**config.mk**
```make
export PLATFORM = sky130hd
export DESIGN_NAME = sb_msg_decoder
export DESIGN_NICKNAME = d
export VERILOG_FILES = /design/src/rtl/sb_pkg.sv /design/src/rtl/sb_parity_chk.sv /design/src/rtl/sb_msg_decoder.sv
export SDC_FILE = /design/constraint.sdc
export NUM_CORES = 1
export LEC_CHECK = 0
export BUFFER_PORTS_ARGS = -buffer_cell sky130_fd_sc_hd__buf_4
export CORE_MARGIN = 1.5
export CORE_UTILIZATION = 55
export DETAILED_ROUTE_END_ITERATION = 7
export PLACE_DENSITY = 0.81
export SLEW_MARGIN = 20
export SYNTH_ARGS = -nofsm -noshare
export SYNTH_HDL_FRONTEND = slang
export SYNTH_SLANG_ARGS = --single-unit
```
**constraint.sdc**
```tcl
create_clock -name clk_100MHz -period 9.9 [get_ports clk_100MHz]
set_input_delay 1.98 -clock clk_100MHz [delete_from_list [all_inputs] [get_ports clk_100MHz]]
set_output_delay 1.98 -clock clk_100MHz [all_outputs]
set_load 0.02 [all_outputs]
```
**src/rtl/sb_pkg.sv**
```systemverilog
// -----------------------------------------------------------------------------
// sb_pkg
// Shared definitions for the sideband message decoder: bit positions of the
// raw 64-bit sideband word, the supported opcode, the decoder FSM state enum,
// the decoded-field struct and a helper that slices a raw word into fields.
// -----------------------------------------------------------------------------
package sb_pkg;

   localparam int SB_WORD_W       = 64;

   // Field bit positions inside the raw sideband word
   localparam int SB_OPC_LSB      = 0;
   localparam int SB_OPC_MSB      = 4;
   localparam int SB_MSGCODE_LSB  = 5;
   localparam int SB_MSGCODE_MSB  = 12;
   localparam int SB_SUBCODE_LSB  = 13;
   localparam int SB_SUBCODE_MSB  = 20;
   localparam int SB_INFO_LSB     = 21;
   localparam int SB_INFO_MSB     = 36;
   localparam int SB_SRCID_LSB    = 37;
   localparam int SB_SRCID_MSB    = 39;
   localparam int SB_DSTID_LSB    = 40;
   localparam int SB_DSTID_MSB    = 42;
   localparam int SB_RSVD_LSB     = 43;
   localparam int SB_RSVD_MSB     = 61;
   localparam int SB_DP_BIT       = 62;
   localparam int SB_CP_BIT       = 63;

   // Only message-without-data is understood by this decoder
   localparam logic [4:0] SB_OP_MSG_NODATA = 5'b10010;

   typedef enum logic [1:0] {
      ST_IDLE  = 2'd0,
      ST_REQ   = 2'd1,
      ST_CHECK = 2'd2,
      ST_OUT   = 2'd3
   } sb_state_e;

   // Outcome of checking a captured word, in precedence order
   typedef enum logic [1:0] {
      ERR_NONE   = 2'd0,
      ERR_PARITY = 2'd1,
      ERR_OPCODE = 2'd2,
      ERR_DST    = 2'd3
   } sb_err_e;

   typedef struct packed {
      logic [4:0]  opcode;
      logic [7:0]  msgcode;
      logic [7:0]  msgsubcode;
      logic [15:0] msginfo;
      logic [2:0]  srcid;
      logic [2:0]  dstid;
   } sb_fields_t;

   // Reserved bits and the parity bits are deliberately not extracted.
   function automatic sb_fields_t sb_unpack(input logic [SB_WORD_W-1:0] w);
      sb_fields_t f;
      f.opcode     = w[SB_OPC_MSB:SB_OPC_LSB];
      f.msgcode    = w[SB_MSGCODE_MSB:SB_MSGCODE_LSB];
      f.msgsubcode = w[SB_SUBCODE_MSB:SB_SUBCODE_LSB];
      f.msginfo    = w[SB_INFO_MSB:SB_INFO_LSB];
      f.srcid      = w[SB_SRCID_MSB:SB_SRCID_LSB];
      f.dstid      = w[SB_DSTID_MSB:SB_DSTID_LSB];
      return f;
   endfunction

endpackage

```
**src/rtl/sb_parity_chk.sv**
```systemverilog
// -----------------------------------------------------------------------------
// sb_parity_chk
// Combinational parity check of one raw sideband word.
//   word_i   : raw 64-bit sideband word
//   cp_ok_o  : 1 when the XOR of all 64 bits is 0 (CP is even parity of [61:0])
//   dp_ok_o  : 1 when the DP bit is 0 (no data payload is ever legal here)
// -----------------------------------------------------------------------------
module sb_parity_chk
   import sb_pkg::*;
(
   input  logic [SB_WORD_W-1:0] word_i,
   output logic                 cp_ok_o,
   output logic                 dp_ok_o
);

   // Reducing across the full word including CP makes a good word XOR to 0.
   assign cp_ok_o = ~(^word_i);
   assign dp_ok_o = ~word_i[SB_DP_BIT];

endmodule

```
**src/rtl/sb_msg_decoder.sv**
```systemverilog
// -----------------------------------------------------------------------------
// sb_msg_decoder
// Pulls raw sideband words from SB_RX, checks parity / opcode / destination and
// presents decoded message fields to the downstream consumer with a
// valid/ready handshake.
//
// Ports
//   clk_100MHz     message-layer clock
//   reset          asynchronous, active-high
//   enable_i       decoder enable (gates new requests only)
//   rx_data_i      raw word from SB_RX
//   rx_valid_i     SB_RX word available
//   msg_req_o      request to SB_RX, high exactly while waiting for a word
//   msg_valid_o    decoded message valid
//   msg_ready_i    downstream accepts the decoded message
//   opcode_o .. srcid_o   decoded fields, stable while msg_valid_o is high
//   parity_err_o / opcode_err_o / dst_err_o   one-cycle error pulses
//   msg_count_o    delivered messages (saturating)
//   err_count_o    rejected words (saturating)
// -----------------------------------------------------------------------------
module sb_msg_decoder
   import sb_pkg::*;
#(
   parameter logic [2:0] OWN_ID = 3'd0
) (
   input  logic                 clk_100MHz,
   input  logic                 reset,
   input  logic                 enable_i,
   input  logic [SB_WORD_W-1:0] rx_data_i,
   input  logic                 rx_valid_i,
   output logic                 msg_req_o,
   output logic                 msg_valid_o,
   input  logic                 msg_ready_i,
   output logic [4:0]           opcode_o,
   output logic [7:0]           msgcode_o,
   output logic [7:0]           msgsubcode_o,
   output logic [15:0]          msginfo_o,
   output logic [2:0]           srcid_o,
   output logic                 parity_err_o,
   output logic                 opcode_err_o,
   output logic                 dst_err_o,
   output logic [15:0]          msg_count_o,
   output logic [7:0]           err_count_o
);

   sb_state_e            state_q, state_d;
   logic [SB_WORD_W-1:0] word_q;
   sb_fields_t           fld;
   sb_err_e              err_sel;
   logic                 cp_ok, dp_ok;
   logic                 xfer;
   logic                 deliver;

   // ---------------------------------------------------------------------------
   // Word checking on the captured word
   // ---------------------------------------------------------------------------
   sb_parity_chk u_parity_chk (
      .word_i  (word_q),
      .cp_ok_o (cp_ok),
      .dp_ok_o (dp_ok)
   );

   assign fld = sb_unpack(word_q);

   // A set DP bit is treated as a parity failure, so parity outranks the rest.
   always_comb begin
      err_sel = ERR_NONE;
      if (!cp_ok || !dp_ok)
         err_sel = ERR_PARITY;
      else if (fld.opcode != SB_OP_MSG_NODATA)
         err_sel = ERR_OPCODE;
      else if (fld.dstid != OWN_ID)
         err_sel = ERR_DST;
   end

   assign xfer    = (state_q == ST_REQ) && rx_valid_i;
   assign deliver = (state_q == ST_OUT) && msg_ready_i;

   // ---------------------------------------------------------------------------
   // FSM
   // ---------------------------------------------------------------------------
   always_ff @(posedge clk_100MHz or posedge reset) begin
      if (reset) state_q <= ST_IDLE;
      else       state_q <= state_d;
   end

   // Every path back to REQ goes through IDLE, which guarantees msg_req_o
   // drops for at least one cycle between transfers.
   always_comb begin
      state_d = state_q;
      case (state_q)
         ST_IDLE:  if (enable_i) state_d = ST_REQ;
         ST_REQ: begin
            if (rx_valid_i)     state_d = ST_CHECK;
            else if (!enable_i) state_d = ST_IDLE;
         end
         ST_CHECK: state_d = (err_sel == ERR_NONE) ? ST_OUT : ST_IDLE;
         // Disabling does not abort a message already offered downstream.
         ST_OUT:   if (msg_ready_i) state_d = ST_IDLE;
         default:  state_d = ST_IDLE;
      endcase
   end

   assign msg_req_o   = (state_q == ST_REQ);
   assign msg_valid_o = (state_q == ST_OUT);

   // ---------------------------------------------------------------------------
   // Capture register
   // ---------------------------------------------------------------------------
   always_ff @(posedge clk_100MHz or posedge reset) begin
      if (reset)     word_q <= '0;
      else if (xfer) word_q <= rx_data_i;
   end

   // ---------------------------------------------------------------------------
   // Decoded field outputs: loaded only for good words, held through OUT
   // ---------------------------------------------------------------------------
   always_ff @(posedge clk_100MHz or posedge reset) begin
      if (reset) begin
         opcode_o     <= '0;
         msgcode_o    <= '0;
         msgsubcode_o <= '0;
         msginfo_o    <= '0;
         srcid_o      <= '0;
      end else if (state_q == ST_CHECK && err_sel == ERR_NONE) begin
         opcode_o     <= fld.opcode;
         msgcode_o    <= fld.msgcode;
         msgsubcode_o <= fld.msgsubcode;
         msginfo_o    <= fld.msginfo;
         srcid_o      <= fld.srcid;
      end
   end

   // ---------------------------------------------------------------------------
   // Error pulses: exactly one per rejected word, one cycle wide
   // ---------------------------------------------------------------------------
   always_ff @(posedge clk_100MHz or posedge reset) begin
      if (reset) begin
         parity_err_o <= 1'b0;
         opcode_err_o <= 1'b0;
         dst_err_o    <= 1'b0;
      end else begin
         parity_err_o <= (state_q == ST_CHECK) && (err_sel == ERR_PARITY);
         opcode_err_o <= (state_q == ST_CHECK) && (err_sel == ERR_OPCODE);
         dst_err_o    <= (state_q == ST_CHECK) && (err_sel == ERR_DST);
      end
   end

   // ---------------------------------------------------------------------------
   // Saturating counters
   // ---------------------------------------------------------------------------
   always_ff @(posedge clk_100MHz or posedge reset) begin
      if (reset)
         msg_count_o <= '0;
      else if (deliver && msg_count_o != 16'hFFFF)
         msg_count_o <= msg_count_o + 16'd1;
   end

   always_ff @(posedge clk_100MHz or posedge reset) begin
      if (reset)
         err_count_o <= '0;
      else if (state_q == ST_CHECK && err_sel != ERR_NONE && err_count_o != 8'hFF)
         err_count_o <= err_count_o + 8'd1;
   end

endmodule

```
Yosys cells after proc, flatten, opt, wreduce, memory -nomap -nowiden
Index checks and enable logic that the tools add are counted.
{"block": "classes", "n_addsub": 2, "n_eq_ne": 12, "mux": 9, "reduce_logical": 16}
{"operator": "XOR reduction 64 bit", "n": 1}
{"operator": "adder 16 x 1 -> 16 bit, second input constant", "n": 1}
{"operator": "two-way mux 2 bit", "n": 8}
{"operator": "!= test 16 bit, second input constant", "n": 1}
{"operator": "logical AND 1 bit", "n": 9}
{"operator": "adder 8 x 1 -> 8 bit, second input constant", "n": 1}
{"operator": "equality test 2 bit, second input constant", "n": 4}
{"operator": "!= test 8 bit, second input constant", "n": 1}
{"operator": "one-hot mux 2 bit (4 select lines)", "n": 1}
{"operator": "!= test 5 bit, second input constant", "n": 1}
{"operator": "equality test 2 x 1 -> 1 bit, second input constant", "n": 2}
{"operator": "logical NOT 2 bit", "n": 2}
{"operator": "!= test 3 bit, second input constant", "n": 1}
{"operator": "AND reduction 3 bit", "n": 1}
{"operator": "nonzero test 3 bit", "n": 1}
{"operator": "!= test 2 x 1 -> 1 bit, second input constant", "n": 1}
{"operator": "!= test 2 bit, second input constant", "n": 1}
{"operator": "nonzero test 2 bit", "n": 1}
{"operator": "logical OR 1 bit", "n": 1}
{"block": "word_totals", "reg_bits": 133, "wordCells": 51}

Longest topological paths before layout
Gate-level depths: netlist of run 1.
{"block": "depth", "word_depth": 7, "ltp_mapped": 11, "ltp_nobuf": 9}

Cells and area by module
Synthesis of run 1 repeated with hierarchy kept, for this count alone.
{"block": "hier_totals", "hier_cells": 413, "area_unflattened_um2": 5834.3}
{"module": "sb_msg_decoder", "instances": 1, "cells_each": 349, "area_per_inst_um2": 5278.8}
{"module": "sb_parity_chk", "instances": 1, "cells_each": 64, "area_per_inst_um2": 555.5}

Least setup slack after synthesis of run 1
OpenSTA, ideal clock, no wires.
{"block": "synth_path", "kind": "input to register", "start": "in rx_valid_i", "end": "reg word_q[0]", "arrival_time_ns": 2.902, "t_required_ns": 9.775, "slack_ns": 6.874, "cell_stages": 3, "n_path_buf": 1, "cell_sequence": "nand2_1 clkbuf_1 mux2_2"}
{"block": "synth_via", "elab_chain_len": 1}
{"element": "from (decl)", "line": "sb_msg_decoder.sv:30", "text": "input logic rx_valid_i,"}
{"element": "logical AND 1 bit", "line": "sb_msg_decoder.sv:76", "text": "assign xfer = (state_q == ST_REQ) && rx_valid_i;"}
{"element": "to (signal assigned)", "line": "sb_msg_decoder.sv:112", "text": "else if (xfer) word_q <= rx_data_i;"}
{"element": "to (decl)", "line": "sb_msg_decoder.sv:47", "text": "logic [SB_WORD_W-1:0] word_q;"}
Every way passes these cells.
A chain may end at the register's enable or synchronous reset.

Worst setup path in the final report of run 1
{"block": "layout_path", "start": "reg state_q[1]", "end": "out msg_valid_o"}
{"block": "layout_via", "elab_chain_len": 1}
{"element": "from (decl)", "line": "sb_msg_decoder.sv:46", "text": "sb_state_e state_q, state_d;"}
{"element": "from (signal assigned)", "line": "sb_msg_decoder.sv:84", "text": "else state_q <= state_d;"}
{"element": "equality test 2 bit", "line": "sb_msg_decoder.sv:105", "text": "assign msg_valid_o = (state_q == ST_OUT);"}
{"element": "to (decl)", "line": "sb_msg_decoder.sv:32", "text": "output logic msg_valid_o,"}
Every way passes these cells.

==> results of run 1 <==
## metal layers
| metal | up-vias | routed length, um | track usage (%) |
|---|---|---|---|
| met5 | - | 0 | 0 |
| met4 | 0 | 276 | 10.1 |
| met3 | 21 | 714 | 6.66 |
| met2 | 110 | 5990 | 36.8 |
| met1 | 1843 | 5020 | 28.4 |
| li1 | 1722 | - | - |
## cell usage after synthesis (all sizes together)
library cell | n | share of area [%]
dfrtp | 133 | 56
mux2 | 105 | 22
xnor2 | 53 | 7.8
xor2 | 19 | 2.8
nand2 | 12 | 0.75
nor2 | 12 | 0.75
nand3 | 11 | 0.92
inv | 10 | 0.63
clkbuf | 6 | 0.38
a211oi | 5 | 0.63
ha | 5 | 1.0
buf | 4 | 1.3
nand4 | 4 | 0.42
nor3 | 4 | 0.33
xnor3 | 4 | 1.5
a21oi | 3 | 0.25
a31oi | 3 | 0.31
and2 | 3 | 0.36
nand2b | 3 | 0.31
nor2b | 3 | 0.31
or2 | 2 | 0.21
or3 | 2 | 0.21
a2111oi | 1 | 0.25
a41oi | 1 | 0.15
and4 | 1 | 0.15
o21a | 1 | 0.13
o21bai | 1 | 0.13
o31a | 1 | 0.15
o31ai | 1 | 0.13
xor3 | 1 | 0.46
## worst paths after layout
path / endpoint / slack (ns) / cells past startpoint
max: msg_valid_o / 6.46 / 2
min: opcode_o[4]$_DFFE_PP0P_ / 0.48 / 1
max reg2reg: msgcode_o[5]$_DFFE_PP0P_ / 6.55 / 7
min reg2reg: opcode_o[4]$_DFFE_PP0P_ / 0.48 / 1
max in group asynchronous: word_q[21]$_DFFE_PP0P_ / 7.04 / 3
min in group asynchronous: word_q[54]$_DFFE_PP0P_ / 1.50 / 2
## critical path: cells and delay by family, from the launching register on
family                 cells  cell delay [ns]
buffers and inverters      1             0.20
DFF                        1             0.43
and+or+nand+nor            1             0.32
## flip-flops by register name, summed over array words and instances (netlist names)
register,count
msgcode_o,8
word_q,64
opcode_o,5
dst_err_o,1
msg_count_o,16
parity_err_o,1
msgsubcode_o,8
err_count_o,8
state_q,2
srcid_o,3
opcode_err_o,1
msginfo_o,16
## stage by stage
stage / area (sq um) / instances
final: 7720 / 711
after global routing: 7720 / 711
after floorplan: 5980 / 414
after detailed placement: 7100 / 679
after CTS: 7720 / 711
after global placement: 7100 / 679
## cell families (layout without fill, tap and decap cells)
group	Yosys count	in the layout	share of synthesized area (%)
adder cells (fa/ha/maj)	5	5	1.05
buffers and inverters	20	181	2.34
XOR/XNOR	77	77	12.5
flip-flops	133	133	55.6
multiplexers	105	105	21.6
AO/OA/AOI/OAI	17	17	2.11
AND/OR/NAND/NOR	57	57	4.73
## final cells by class
type,instances,area (sq um),share of cell area (%)
clock buffers,20,445,5.77
clock inverters,12,178,2.30
inverters,10,42.5,0.551
multi-input cells,261,2510,32.6
flip-flops and latches,133,3330,43.1
well taps,136,170,2.20
repair buffers,139,1040,13.5
## cells in the final DEF (no fill, tap or decap), types with 4 or more instances in the layout
| cell type | netlist | final |
|---|---|---|
| buf_4 | 0 | 139 |
| dfrtp_1 | 133 | 133 |
| mux2_2 | 76 | 76 |
| xnor2_1 | 53 | 53 |
| mux2_4 | 29 | 29 |
| xor2_1 | 19 | 19 |
| clkbuf_16 | 0 | 16 |
| nor2_1 | 12 | 12 |
| nand2_1 | 12 | 11 |
| nand3_1 | 11 | 11 |
| inv_1 | 10 | 9 |
| a211oi_1 | 5 | 5 |
| ha_1 | 5 | 5 |
| nand4_1 | 4 | 4 |
| nor3_1 | 4 | 4 |
| clkinvlp_4 | 0 | 4 |
| bufinv_16 | 0 | 4 |
==> metrics.txt, run 1 <==
Post-DRT Antenna Nets=0; Final HPWL DP=8130 um; worst stage delay on the critical path=0.43 ns; CP cell instances=and2_0 > buf_4; Avg WL per Cell=16.9 um; CP arrival=around 1.5 ns; Post-Synthesis Cells=414; # nets final=636; worst-margin pin slew=just under 1 ns; synthesized flop and latch total=about 130; Final setup viols=0; DRT Pass-1 Iters=4; total inserted antenna cells=0; CTS max path bufs=2; sequential-to-total area share from yosys stat=55.6%; PortBufs=137; initial antenna violation count=0; Worst setup EP type=primary output; CTS clk-pin slew, worst paths=around 0.060 ns; WL final=12000 um; WP data required=7.92 ns; Hold/Removal Path Class=reg2reg; Iteration-0 DRC Markers=130; slowest cell on the critical path=dfrtp_1; syn nets=between 400 and 500; die width=around 110 um; vias per cell=between 5 and 6; Die Ht=107 um; hold violation count in the final report=0; Worst-Skew Late Latency=approximately 0.5 ns; # IOs=about 140; fin crit share=34.8%; Cell Area, Synth=5980 sq um; clk root buf=clkbuf_8; kind of critical path=reg2out; syn_area_per_cell=between 10 and 15 sq um; remaining global-route overflow=0; H-Tree Depth=4; Yosys warnings=0; CTS Sinks=between 100 and 150; synthesis-to-finish area growth=29.1%; via total after detailed routing=~3700; final core occ=74.1%; die area=around 12000 sq um; Total GRT Usage=22.8%; TritonCTS buffer count=17; gp weighted congestion=0.735; Fill cells=a little under 700; relative slew slack=35.3%; Core Box Area=approximately 10000 sq um; HP Start=opcode_o[4]$_DFFE_PP0P_; final clock skew=around 0.0063 ns; critical path launch point type=flop; RSZ-0062 raised after global routing=no; outcome=complete, no violations; # DRC=0; crit-path max FO=6; largest net degree at the start of global routing=between 80 and 90; hold_buf cts=0; f_max=0.291 GHz; Min Hold Slack=~0.48 ns; TritonCTS clock tree=done; max cap viols=0; FP Rows=37; starting density of the core=a little under three fifths; number of setup buffers added after CTS=0; final worst setup slack=about 6.5 ns; final number of max-transition violations=0; number of global-route vias before repair=just under 4000; RR Startpoint=word_q[35]$_DFFE_PP0P_; post-CTS sizing=0; post-layout minimum cycle time=roughly 3.4 ns; crit path from=state_q[1]$_DFFE_PP0P_; first-pass GRT wire length=roughly 20000 um; Cell variety after synth=34; layout cells sized above 1=between 40% and 50%; pre-CTS setup slack=6.43 ns; TNS Setup=0 ns
Power of run 1 is left out: the tool's default activity adds up to more than one toggle a clock period on the data nets, which glitch-free logic cannot reach.
==> run 2, diff against run 1 <==
CORE_UTILIZATION = 54   (was 55)
PLACE_DENSITY = 0.8   (was 0.81)
clock period = 3.6 ns   (was 9.9 ns; I/O delays follow)
==> metrics.txt, run 2 (synthesis gave the netlist of run 1 again) <==
FP Rows=38; total power=around 9 mW; die width=about 110 um; CP arrival=approximately 3.6 ns; # nets final=approximately 640; final worst setup slack=0.403 ns; fin crit share=approximately nine tenths; layout cells sized above 1=slightly below 50%; Worst-Skew Late Latency=around 0.52 ns; Post-DRT Antenna Nets=0; number of global-route vias before repair=a little under 4000; CTS Sinks=133; via total after detailed routing=between 3000 and 4000; Fill cells=758; TritonCTS buffer count=17; WP data required=about 4.0 ns; area of the multi-input gates=2510 sq um; Largest register FFs=64; # DRC=0; H-Tree Depth=4; first-pass GRT wire length=roughly 20000 um; RR Endpoint=msginfo_o[5]$_DFFE_PP0P_; clk root buf=clkbuf_8; Hold/Removal Path Class=in2async; Core Box Area=10800 sq um; f_max=between 0.3 and 0.4 GHz; largest net degree at the start of global routing=about 110; synthesis-to-finish area growth=30.8%; final core occ=approximately 72%; Lkg Pwr=roughly 3.8 nW; TNS Setup=0 ns; crit-path max FO=20; max cap viols=0; RSZ-0062 raised after global routing=no; remaining global-route overflow=0; CTS clk-pin slew, worst paths=0.06 ns; flop2flop setup slack=~0.40 ns; Worst setup EP type=flop; RR Startpoint=word_q[35]$_DFFE_PP0P_; number of setup buffers added after CTS=0; Final HPWL DP=approximately 8300 um; VDD IR max=roughly 2.0 mV; hold_buf cts=0; final number of max-transition violations=0; Total GRT Usage=a little under a quarter; Largest Register=word_q; worst-margin pin slew=between 0.7 and 0.8 ns; outcome=complete, no violations; PortBufs=about 140; pre-CTS setup slack=between 0.4 and 0.5 ns; worst r2r path cells=8; post-layout minimum cycle time=3.20 ns; initial antenna violation count=0; CTS max path bufs=2; critical path launch point type=flop; register area=between 3000 and 4000 sq um; hold violation count in the final report=0; commonest non-fill, non-tap cell in the layout=buf_4; # IOs=between 100 and 150; Iteration-0 DRC Markers=159; kind of critical path=reg2reg; final clock skew=roughly 0.0092 ns; total inserted antenna cells=0; TritonCTS clock tree=done; die area=roughly 12000 sq um; gp weighted congestion=0.782; starting density of the core=approximately 55%; Largest regs=word_q (64), msg_count_o (16), msginfo_o (16); most frequent cells in the layout=buf_4, dfrtp_1, mux2_2, xnor2_1, mux2_4; WL final=roughly 12000 um; vias per cell=around 5.2; relative slew slack=a little under half; Avg WL per Cell=about 17 um; Pwr per Cell Area=about 1200 nW/um^2; post-CTS sizing=0; Die Ht=108 um; DRT Pass-1 Iters=4; Final setup viols=0
-- run 2: changes by cell type in the layout (fill, tap and decap cells not counted), sizes merged --
cell	change
inv	-1
clkinvlp	-1
bufinv	+2
clkbuf	-1
clkinv	+1
buf	+2
-- run 2: metal layers --
layer  global-route usage [%]  up-vias  routed length [um]
li1                         -     1733                   -
met1                     28.7     1872                5290
met2                     37.1      113                6240
met3                     6.57       11                 736
met4                     7.24        0                 107
met5                        0        -                   0
-- run 2: stage by stage --
| stage | instance area (sq um) | cells | hold slack [ns] |
|---|---|---|---|
| 2_1_floorplan | 5980 | 414 | 0.479 |
| 3_3_place_gp | 7160 | 685 | 0.454 |
| 3_5_place_dp | 7160 | 685 | 0.460 |
| 4_1_cts | 7830 | 717 | 0.284 |
| 5_1_grt | 7830 | 717 | 0.306 |
| 6_report | 7830 | 717 | 0.285 |
-- run 2: final cells by class --
cell class              instances  share of cell area, %
multi-input cells             261                   32.1
clock inverters                13                   2.91
clock buffers                  19                   5.64
well taps                     140                   2.24
repair buffers                141                   14.0
inverters                      10                  0.528
flip-flops and latches        133                   42.5
-- run 2: how the worst max path moves through the flow --
stage                          endpoint                   start  cells past startpoint  slack (ns)
3_5_place_dp   msginfo_o[0]$_DFFE_PP0P_  word_q[35]$_DFFE_PP0P_                      8        0.43
6_report       msginfo_o[5]$_DFFE_PP0P_  word_q[35]$_DFFE_PP0P_                      8        0.40
3_3_place_gp   msginfo_o[5]$_DFFE_PP0P_  word_q[35]$_DFFE_PP0P_                      8        0.50
2_1_floorplan  msgcode_o[0]$_DFFE_PP0P_  word_q[44]$_DFFE_PP0P_                      9        0.78
5_1_grt        msginfo_o[6]$_DFFE_PP0P_  word_q[35]$_DFFE_PP0P_                      8        0.27
4_1_cts        msginfo_o[5]$_DFFE_PP0P_  word_q[35]$_DFFE_PP0P_                      8        0.41
-- run 2: power by group --
part / total, mW / switching (mW) / internal [mW]
Clock: 1.93 / 0.632 / 1.30
Sequential: 2.46 / 0.443 / 2.01
Combinational: 4.79 / 1.92 / 2.87
-- run 2: critical path, stage by stage, from the launching register on --
cell	delay (ns)
dfrtp_1	0.39
xnor2_1	0.23
xnor3_1	0.34
xnor3_1	0.38
xnor3_1	0.23
xnor3_2	0.51
and2_4	0.44
buf_4	0.25
mux2_4	0.31
(Power assumes the default switching activity.)
==> run 3, diff against run 2 <==
CORE_ASPECT_RATIO = 0.8   (was default)
==> metrics.txt, run 3 (synthesis gave the netlist of run 1 again) <==
outcome=complete, no violations; fin crit share=84.3%; # DRC=0; final number of max-transition violations=0; Largest Register=word_q; WP data required=~4 ns; commonest non-fill, non-tap cell in the layout=buf_4; DRT Pass-1 Iters=4; Largest register FFs=64; hold_buf cts=0; Lkg Pwr=3.74 nW; Avg WL per Cell=around 17 um; final clock skew=around 0.008 ns; largest net degree at the start of global routing=65; flop2flop setup slack=around 0.57 ns; post-CTS sizing=0; remaining global-route overflow=0; max cap viols=0; TNS Setup=0 ns; area of the multi-input gates=approximately 2500 sq um; first-pass GRT wire length=around 20000 um; WL final=12000 um; vias per cell=~5.2; layout cells sized above 1=49.3%; die width=approximately 120 um; FP Rows=34; f_max=between 0.3 and 0.4 GHz; Worst-Skew Late Latency=about 0.41 ns; PortBufs=roughly 140; Worst setup EP type=flop; number of global-route vias before repair=~3900; gp weighted congestion=0.757; RR Startpoint=word_q[44]$_DFFE_PP0P_; CTS clk-pin slew, worst paths=~0.06 ns; Hold/Removal Path Class=in2async; relative slew slack=41.0%; crit-path max FO=36; crit path from=word_q[44]$_DFFE_PP0P_; total inserted antenna cells=0; worst-margin pin slew=roughly 0.89 ns; Fill cells=708; H-Tree Depth=4; Total GRT Usage=22.0%; Final setup viols=0; VDD IR max=0.955 mV; most frequent cells in the layout=buf_4, dfrtp_1, mux2_2, xnor2_1, mux2_4; kind of critical path=reg2reg; RSZ-0062 raised after global routing=no; post-layout minimum cycle time=roughly 3.0 ns; Largest regs=word_q (64), msg_count_o (16), msginfo_o (16); synthesis-to-finish area growth=30.4%; die area=11700 sq um; Pwr per Cell Area=~1200 nW/um^2; hold violation count in the final report=0; worst setup path end=msgcode_o[6]$_DFFE_PP0P_; number of setup buffers added after CTS=0; final core occ=between 70% and 80%; Core Box Area=10800 sq um; placed instance area=~7000 sq um; # nets final=around 640; TritonCTS clock tree=done; # IOs=around 140; TritonCTS buffer count=17; starting density of the core=55.1%; Design Area, Final=just under 8000 sq um; initial antenna violation count=0; clk root buf=clkbuf_16; Post-DRT Antenna Nets=0; CTS max path bufs=2; worst r2r path cells=8; via total after detailed routing=roughly 3700; critical path launch point type=flop; Final HPWL DP=~8300 um; register area=about 3300 sq um; Iteration-0 DRC Markers=between 150 and 200; CTS Sinks=roughly 130; CP arrival=between 3 and 4 ns; Die Ht=between 90 and 100 um; RR Endpoint=msgcode_o[6]$_DFFE_PP0P_
==> run 3: final cells by class <==
| type | count | share of cell area, % |
|---|---|---|
| tap | 144 | 2.31 |
| clock inverter | 14 | 2.89 |
| multi-input combinational | 261 | 32.3 |
| inverter | 10 | 0.529 |
| timing repair buffer | 140 | 13.8 |
| clock buffer | 18 | 5.50 |
| sequential | 133 | 42.7 |
==> run 3: worst max-delay path, cell delays in order, from the launching register on <==
cell	delay (ns)
dfrtp_1	0.38
xnor2_1	0.16
xnor3_1	0.41
xnor3_1	0.38
xnor3_1	0.24
xnor3_2	0.52
and2_4	0.19
buf_12	0.26
mux2_2	0.37
==> run 3: stage by stage <==
step | total power, mW | instances | hold WS (ns) | worst slack (ns)
2_1_floorplan | 6.54 | 414 | 0.479 | 0.779
3_5_place_dp | 7.30 | 688 | 0.463 | 0.538
5_1_grt | 9.62 | 720 | 0.474 | 0.422
3_3_place_gp | 7.20 | 688 | 0.453 | 0.633
6_report | 9.15 | 720 | 0.429 | 0.567
4_1_cts | 9.25 | 720 | 0.437 | 0.532
==> run 3: power by group <==
group          switching, mW  internal [mW]  total [mW]
registers              0.447           2.01        2.46
logic                   2.00           2.80        4.79
clock network          0.660           1.24        1.90
==> run 3: per-layer routing <==
metal  GRT usage [%]  vias to the layer above  part of all wire (%)
li1                -                     1729                     -
met1            29.8                     1852                    44
met2            34.1                      121                    48
met3            4.93                       23                   5.8
met4            9.95                        0                   2.0
met5               0                        -                     0
==> run 3: how the worst min path moves through the flow <==
| stage | start | to |
|---|---|---|
| floorplan | word_q[40]$_DFFE_PP0P_ | word_q[40]$_DFFE_PP0P_ |
| global placement | opcode_o[4]$_DFFE_PP0P_ | opcode_o[4]$_DFFE_PP0P_ |
| detailed placement | opcode_o[4]$_DFFE_PP0P_ | opcode_o[4]$_DFFE_PP0P_ |
| CTS | reset | opcode_o[3]$_DFFE_PP0P_ |
| global route | reset | opcode_err_o$_DFF_PP0_ |
| finish | reset | opcode_err_o$_DFF_PP0_ |
